**src/rtl/bcd_cnt_pkg.sv**
```systemverilog
// Shared types and helpers for the BCD / modulo counter chain.
//   DIGIT_W     : width of one digit field in the packed count
//   digit_t     : one digit field
//   clamp_digit : limits a loaded digit to the legal range 0..mod-1
package bcd_cnt_pkg;

  localparam int DIGIT_W = 4;

  typedef logic [DIGIT_W-1:0] digit_t;

  // Load values may carry out-of-range digits (e.g. 0xF in BCD); pin them to the max.
  function automatic digit_t clamp_digit(digit_t d, int mod);
    digit_t max_d;
    max_d = digit_t'(mod - 1);
    return (d > max_d) ? max_d : d;
  endfunction

endpackage

```
**src/rtl/bcd_counter_chain_if.sv**
```systemverilog
// Control/status bundle for bcd_counter_chain.
//   en, up_dn, load, load_val, clr_ovf : controls from the master
//   count, tc, wrap, ovf_sticky        : status back from the counter
// load_val/count are packed DIGIT_W bits per digit, digit 0 in the LSBs.
interface bcd_counter_chain_if
  import bcd_cnt_pkg::*;
#(
  parameter int NUM_DIGITS = 2
);
  localparam int W = DIGIT_W * NUM_DIGITS;

  logic         en;
  logic         up_dn;
  logic         load;
  logic [W-1:0] load_val;
  logic         clr_ovf;
  logic [W-1:0] count;
  logic         tc;
  logic         wrap;
  logic         ovf_sticky;

  modport master (
    output en, up_dn, load, load_val, clr_ovf,
    input  count, tc, wrap, ovf_sticky
  );

  modport slave (
    input  en, up_dn, load, load_val, clr_ovf,
    output count, tc, wrap, ovf_sticky
  );

endinterface

```
**src/rtl/bcd_counter_chain_digit.sv**
```systemverilog
// bcd_digit: one modulo-DIGIT_MOD digit of the counter chain.
//   clk, reset : clock, async active-high reset (q -> 0)
//   load       : parallel load of load_d (clamped), beats step
//   load_d     : raw load value for this digit
//   step       : advance one position in the up_dn direction
//   up_dn      : 1 = increment, 0 = decrement
//   q          : current digit value
//   at_max     : q == DIGIT_MOD-1
//   at_zero    : q == 0
module bcd_digit
  import bcd_cnt_pkg::*;
#(
  parameter int DIGIT_MOD = 10
) (
  input  logic   clk,
  input  logic   reset,
  input  logic   load,
  input  digit_t load_d,
  input  logic   step,
  input  logic   up_dn,
  output digit_t q,
  output logic   at_max,
  output logic   at_zero
);

  localparam digit_t MAX_D = digit_t'(DIGIT_MOD - 1);

  digit_t r_q;
  digit_t w_next;

  assign at_max  = (r_q == MAX_D);
  assign at_zero = (r_q == '0);
  assign q       = r_q;

  always_comb begin
    w_next = r_q;
    if (step) begin
      if (up_dn) w_next = at_max  ? '0    : r_q + digit_t'(1);
      else       w_next = at_zero ? MAX_D : r_q - digit_t'(1);
    end
  end

  always_ff @(posedge clk or posedge reset) begin
    if (reset)     r_q <= '0;
    else if (load) r_q <= clamp_digit(load_d, DIGIT_MOD);
    else           r_q <= w_next;
  end

endmodule

```
**src/rtl/bcd_counter_chain.sv**
```systemverilog
// bcd_counter_chain: NUM_DIGITS cascaded modulo-DIGIT_MOD digits (default 2-digit BCD).
//   clk        : rising-edge clock, the only clock in the block
//   reset      : async active-high reset (count, wrap, ovf_sticky -> 0)
//   bus.slave  : en/up_dn/load/load_val/clr_ovf in, count/tc/wrap/ovf_sticky out
// Priority per edge: reset > load > en. The carry/borrow chain is combinational so
// all digits update on the same edge.
// Optional macro BCD_CNT_SATURATE_EN: hold at all-max (up) / all-zero (down) instead
// of wrapping; wrap still pulses and ovf_sticky still sets on each attempted step.
module bcd_counter_chain
  import bcd_cnt_pkg::*;
#(
  parameter int NUM_DIGITS = 2,
  parameter int DIGIT_MOD  = 10
) (
  input  logic              clk,
  input  logic              reset,
  bcd_counter_chain_if.slave bus
);

  localparam int W = DIGIT_W * NUM_DIGITS;

  logic [NUM_DIGITS-1:0]              w_at_max;
  logic [NUM_DIGITS-1:0]              w_at_zero;
  logic [NUM_DIGITS-1:0]              w_step;
  // w_lo_*[i]: every digit below i is at max / zero (vacuously true for digit 0)
  logic [NUM_DIGITS:0]                w_lo_max;
  logic [NUM_DIGITS:0]                w_lo_zero;
  logic [NUM_DIGITS-1:0][DIGIT_W-1:0] w_q;
  logic                               w_tc;
  logic                               w_hold;
  logic                               w_wrap_set;
  logic                               r_wrap;
  logic                               r_ovf;

  assign w_lo_max[0]  = 1'b1;
  assign w_lo_zero[0] = 1'b1;

  assign w_tc = bus.en & (bus.up_dn ? w_lo_max[NUM_DIGITS] : w_lo_zero[NUM_DIGITS]);

`ifdef BCD_CNT_SATURATE_EN
  // At the limit, freeze every digit rather than rolling over.
  assign w_hold = w_tc;
`else
  assign w_hold = 1'b0;
`endif

  for (genvar g = 0; g < NUM_DIGITS; g++) begin : g_digit
    assign w_lo_max[g+1]  = w_lo_max[g]  & w_at_max[g];
    assign w_lo_zero[g+1] = w_lo_zero[g] & w_at_zero[g];
    assign w_step[g]      = bus.en & ~w_hold & (bus.up_dn ? w_lo_max[g] : w_lo_zero[g]);

    bcd_digit #(
      .DIGIT_MOD (DIGIT_MOD)
    ) u_digit (
      .clk     (clk),
      .reset   (reset),
      .load    (bus.load),
      .load_d  (bus.load_val[g*DIGIT_W +: DIGIT_W]),
      .step    (w_step[g]),
      .up_dn   (bus.up_dn),
      .q       (w_q[g]),
      .at_max  (w_at_max[g]),
      .at_zero (w_at_zero[g])
    );
  end

  // A terminal-count edge that is not overridden by load is a wrap (or saturate attempt).
  assign w_wrap_set = w_tc & ~bus.load;

  always_ff @(posedge clk or posedge reset) begin
    if (reset) begin
      r_wrap <= 1'b0;
      r_ovf  <= 1'b0;
    end else begin
      r_wrap <= w_wrap_set;
      if (w_wrap_set)       r_ovf <= 1'b1;  // set beats clear
      else if (bus.clr_ovf) r_ovf <= 1'b0;
    end
  end

  assign bus.count      = W'(w_q);
  assign bus.tc         = w_tc;
  assign bus.wrap       = r_wrap;
  assign bus.ovf_sticky = r_ovf;

endmodule

```
**src/flat_wrapper.sv**
```systemverilog
// flat-port wrapper written by rule: the top's interface ports become plain ports
module bcd_counter_chain_flat import bcd_cnt_pkg::*;
#(
  parameter int NUM_DIGITS = 2,
  parameter int DIGIT_MOD  = 10
)
  (clk, reset, bus_en, bus_up_dn, bus_load, bus_load_val, bus_clr_ovf, bus_count, bus_tc, bus_wrap, bus_ovf_sticky);
  bcd_counter_chain_if #(.NUM_DIGITS(NUM_DIGITS)) bus_i ();
  input  logic clk;
  input  logic reset;
  input wire logic [$bits(bus_i.en)-1:0] bus_en;
  input wire logic [$bits(bus_i.up_dn)-1:0] bus_up_dn;
  input wire logic [$bits(bus_i.load)-1:0] bus_load;
  input wire logic [$bits(bus_i.load_val)-1:0] bus_load_val;
  input wire logic [$bits(bus_i.clr_ovf)-1:0] bus_clr_ovf;
  output wire logic [$bits(bus_i.count)-1:0] bus_count;
  output wire logic [$bits(bus_i.tc)-1:0] bus_tc;
  output wire logic [$bits(bus_i.wrap)-1:0] bus_wrap;
  output wire logic [$bits(bus_i.ovf_sticky)-1:0] bus_ovf_sticky;
  assign bus_i.en = bus_en;
  assign bus_i.up_dn = bus_up_dn;
  assign bus_i.load = bus_load;
  assign bus_i.load_val = bus_load_val;
  assign bus_i.clr_ovf = bus_clr_ovf;
  assign bus_count = bus_i.count;
  assign bus_tc = bus_i.tc;
  assign bus_wrap = bus_i.wrap;
  assign bus_ovf_sticky = bus_i.ovf_sticky;
  bcd_counter_chain #(.NUM_DIGITS(NUM_DIGITS), .DIGIT_MOD(DIGIT_MOD)) u_core (.clk(clk), .reset(reset), .bus(bus_i));
endmodule
```
**config.mk**
```make
export PLATFORM = sky130hd
export DESIGN_NAME = bcd_counter_chain_flat
export DESIGN_NICKNAME = d
export VERILOG_FILES = /design/src/rtl/bcd_cnt_pkg.sv /design/src/rtl/bcd_counter_chain_if.sv /design/src/rtl/bcd_counter_chain_digit.sv /design/src/rtl/bcd_counter_chain.sv /design/src/flat_wrapper.sv
export SDC_FILE = /design/constraint.sdc
export NUM_CORES = 1
export LEC_CHECK = 0
export BUFFER_PORTS_ARGS = -buffer_cell sky130_fd_sc_hd__buf_4
export CORE_MARGIN = 2
export CORE_UTILIZATION = 38
export DETAILED_ROUTE_END_ITERATION = 16
export PLACE_DENSITY = 0.69
export SYNTH_ARGS = -nofsm -noshare
export SYNTH_HDL_FRONTEND = slang
export SYNTH_SLANG_ARGS = --single-unit
```
**constraint.sdc**
```tcl
create_clock -name clk -period 1.7 [get_ports clk]
set_input_delay 0.425 -clock clk [delete_from_list [all_inputs] [get_ports clk]]
set_output_delay 0.425 -clock clk [all_outputs]
set_load 0.01 [all_outputs]
```
==> impl_metrics.csv <==
group,metric,value,unit
run_status,status,"finished, violations left",
run_status,violations,"negative setup slack",
clock_network,insertion_delay,0.26,ns
drt,first_pass_iters,4,
yosys,syn-cell-area,883.3,um^2
setup_path,timing.rr.end,"u_core.g_digit[0].u_digit.q[2]",
setup_path,critPathMaxFanout,2,
layout,final_cells,162,
timing,max_freq,537.2,MHz
timing,setup_viol,1,
timing,maxSlewViolCount,0,
power,p_comb_frac,0.419,
yosys,syn_avg_cell_area,8.494,um^2
timing,finClkSkew,0.002601,ns
yosys,synth-simple-area-share,0.2266,
worst_hold_path,min-delay-path-class,"input pin to asynchronous set/reset pin",
setup_path,timing.rr.start,"u_core.g_digit[0].u_digit.q[0]",
yosys,synth-edff-count,0,
floorplanning,fp.dieH,52.22,um
global_routing,track_usage,0.1723,
power,switching_share,0.3449,
layout,multiInputGateArea,539.3,um^2
yosys,synthAdderAreaFrac,0,
setup_path,end_kind,"output pin",
power,leakagePower,0.5152,nW
clock_network,tritoncts,"built",
yosys,ys_seq_area_frac,0.2833,
yosys,syn_nets,118,
timing,tightest_slew,0.4075,ns
global_routing,grt_pass1_wl,3.498,mm
placement,placed_area,0.001132,mm^2
power,power_per_cell_area,670.9,mW/mm^2
setup_path,cp.arrival,1.44,ns
layout,fill_cells,223,
yosys,muxShareOfSynthArea,0.01133,
layout,fin_area,0.001159,mm^2
yosys,ys_ff_latch,10,
placement,dpl.hpwl,1.570,mm
power,vdd_drop_max,0.6294,mV
yosys,async_flop_share,1.000,
drt,route.detailed.drc,0,
drt,viasPerCell,5.395,
setup_path,worst-setup-path-type,"flip-flop to output pin",
clock_network,htree_levels,1,
clock_network,cts.clk_slew.worst_paths,0.06,ns
clock_network,cts_buffers,3,
drt,first_iter_violations,6,
timing,min_period_over_period,1.095,
yosys,synth_top_family_by_area,"compound AO/OA/AOI/OAI gates",
floorplanning,fp.dieArea,0.002726,mm^2
setup_path,rrSetupSlack,0.13,ns
yosys,ys_types,43,
drt,drt_wl_total,2.012,mm
global_routing,grt_start_max_net_pins,18,
drt,antenna_left,0,
floorplanning,floorplan.initialDensity,0.3993,
timing,tns,-0.1616,ns
job,drv_cap,0,
global_routing,antenna_found_initial,0,
timing,setup_slack,-0.1616,ns
power,power.net_switching,0.0002681,W
power,p_int,0.0005092,W
clock_network,cts_sinks,10,
yosys,ys.flop_type,"dfrtp_1",
drt,vias,874,
clock_network,post-cts-setup-buffers,0,
floorplanning,fp-row-count,17,
power,p_seq_frac,0.380,
layout,drive_gt1_frac,0.3806,
yosys,synthCells,104,
placement,place_congestion,0.7034,
clock_network,cts_buffer_depth,2,
setup_path,crit_path_start_kind,"flip-flop",
timing,hold_violations,0,
yosys,yosys_warnings,0,
timing,maxSlewHeadroom,0.7213,
layout,syn_to_final_growth,31.16,%
floorplanning,ioPinCount,25,
setup_path,reg2regPathDepth,5,
placement,dp_cells,159,
layout,nets,150,
setup_path,worstPathRequired,1.27,ns
yosys,yosys.area_share.xor_xnor,0.04958,
clock_network,clock-root-buffer,"clkbuf_4",
global_routing,grt_pass1_vias,846,
placement,pre_cts_slack,-0.08432,ns
power,p_clk_frac,0.201,
layout,antenna_cells,0,
drt,wl_per_cell,12.42,um
floorplanning,dieWidth,52.22,um
timing,rsz0062_at_grt,"yes",
floorplanning,fp.coreArea,0.002212,mm^2
placement,portBuffers,24,
layout,seqCellArea,250.2,um^2
timing,period_needed,1.862,ns
yosys,synth_compound_area_frac,0.3229,
global_routing,grt_overflow_total,0,
-- Yosys cell counts (2+ instances only) --
cell type,instances,area (um^2)
nor2b_1,3,18.77
buf_6,3,33.78
nand2b_1,2,12.51
clkbuf_1,2,7.510
o21ai_0,4,20.02
nand3_1,2,10.01
o21ai_1,3,15.01
a211oi_2,2,25.02
a21oi_1,5,25.02
buf_2,6,30.03
inv_1,6,22.52
nor2_1,8,30.03
o21a_1,3,22.52
dfrtp_1,10,250.2
nor4_2,2,25.02
xnor2_1,5,43.79
nand2_1,8,30.03
nand3b_1,2,15.01
o31ai_1,4,30.03
-- through the flow --
step | hold WS [ns] | utilization | total power [W]
2_1_floorplan | 0.2652 | - | 0.0005074
3_3_place_gp | 0.4276 | 0.5119 | 0.0006150
3_5_place_dp | 0.4267 | 0.5119 | 0.0006264
4_1_cts | 0.1371 | 0.5221 | 0.0007865
5_1_grt | 0.1585 | 0.5238 | 0.0008354
6_report | 0.1366 | 0.5238 | 0.0007773
-- timing repair --
action	4_1_cts	5_1_grt
hold buffers	0	0
setup endpoints to repair	1	2
pin swaps	3	2
hold endpoints to repair	0	0
gates resized for setup	0	2
-- state kept, by name, indices dropped and copies added, names as in the netlist --
name / count
u_core.bus.wrap: 1
u_core.g_digit.u_digit.q: 8
u_core.bus.ovf_sticky: 1
-- routing by layer --
layer,global-route usage,part of all wire,vias to the layer above
met3,0.05143,0.047,2
met4,0.03846,0.0055,0
li1,-,-,438
met1,0.1964,0.44,416
met2,0.3143,0.51,18
met5,0,0,-
-- layout make-up --
class	instances	share of cell area
clock buffer	3	0.01944
inverter	6	0.01944
multi-input combinational	77	0.4654
sequential	10	0.2160
tap	28	0.03024
timing repair buffer	38	0.2495
-- worst max-delay path, stage by stage, from the launching register on --
cell      delay [ns]
dfrtp_1         0.37
or3_1           0.36
a211oi_2        0.18
nand2_1         0.11
inv_2           0.06
buf_6           0.09
-- worst max-delay path by stage --
stage	cells after the start	start	end
final	5	u_core.g_digit[1].u_digit.q[3]	bus_tc
after global routing	5	u_core.g_digit[1].u_digit.q[3]	bus_tc
after CTS	5	u_core.g_digit[1].u_digit.q[3]	bus_tc
after detailed placement	6	bus_up_dn	bus_tc
after global placement	6	bus_up_dn	bus_tc
after floorplan	5	bus_up_dn	bus_tc
-- power by group through the flow --
| stage | clock [W] | combinational [W] | sequential (W) |
|---|---|---|---|
| after floorplan | 0 | 0.000211 | 0.000297 |
| after global routing | 0.000174 | 0.000361 | 0.000301 |
| after global placement | 0 | 0.000317 | 0.000298 |
| final | 0.000156 | 0.000326 | 0.000296 |
| after CTS | 0.000163 | 0.000328 | 0.000295 |
| after detailed placement | 0 | 0.000327 | 0.000300 |
-- cells in the final DEF, fill, tap and decap left out, types with 2 or more instances in the layout --
master / n
dfrtp_1: 10
nor2_1: 8
xnor2_1: 5
nand2_1: 8
nand3_1: 2
o21a_1: 3
buf_4: 37
nor2b_1: 3
o21ai_1: 3
nand3b_1: 2
nand2b_1: 2
a21oi_1: 5
nor4_2: 2
o31ai_1: 4
a211oi_2: 2
inv_1: 5
o21ai_0: 4
clkbuf_4: 3
-- logic make-up (layout without fill, tap and decap cells) --
kind of cell,Yosys count,in the layout
xor+xnor,5,5
simple gates,35,35
flops,10,10
compound gates,36,36
mux,1,1
buf+inv,17,47
No activity file was read; power rests on OpenSTA's default activity.
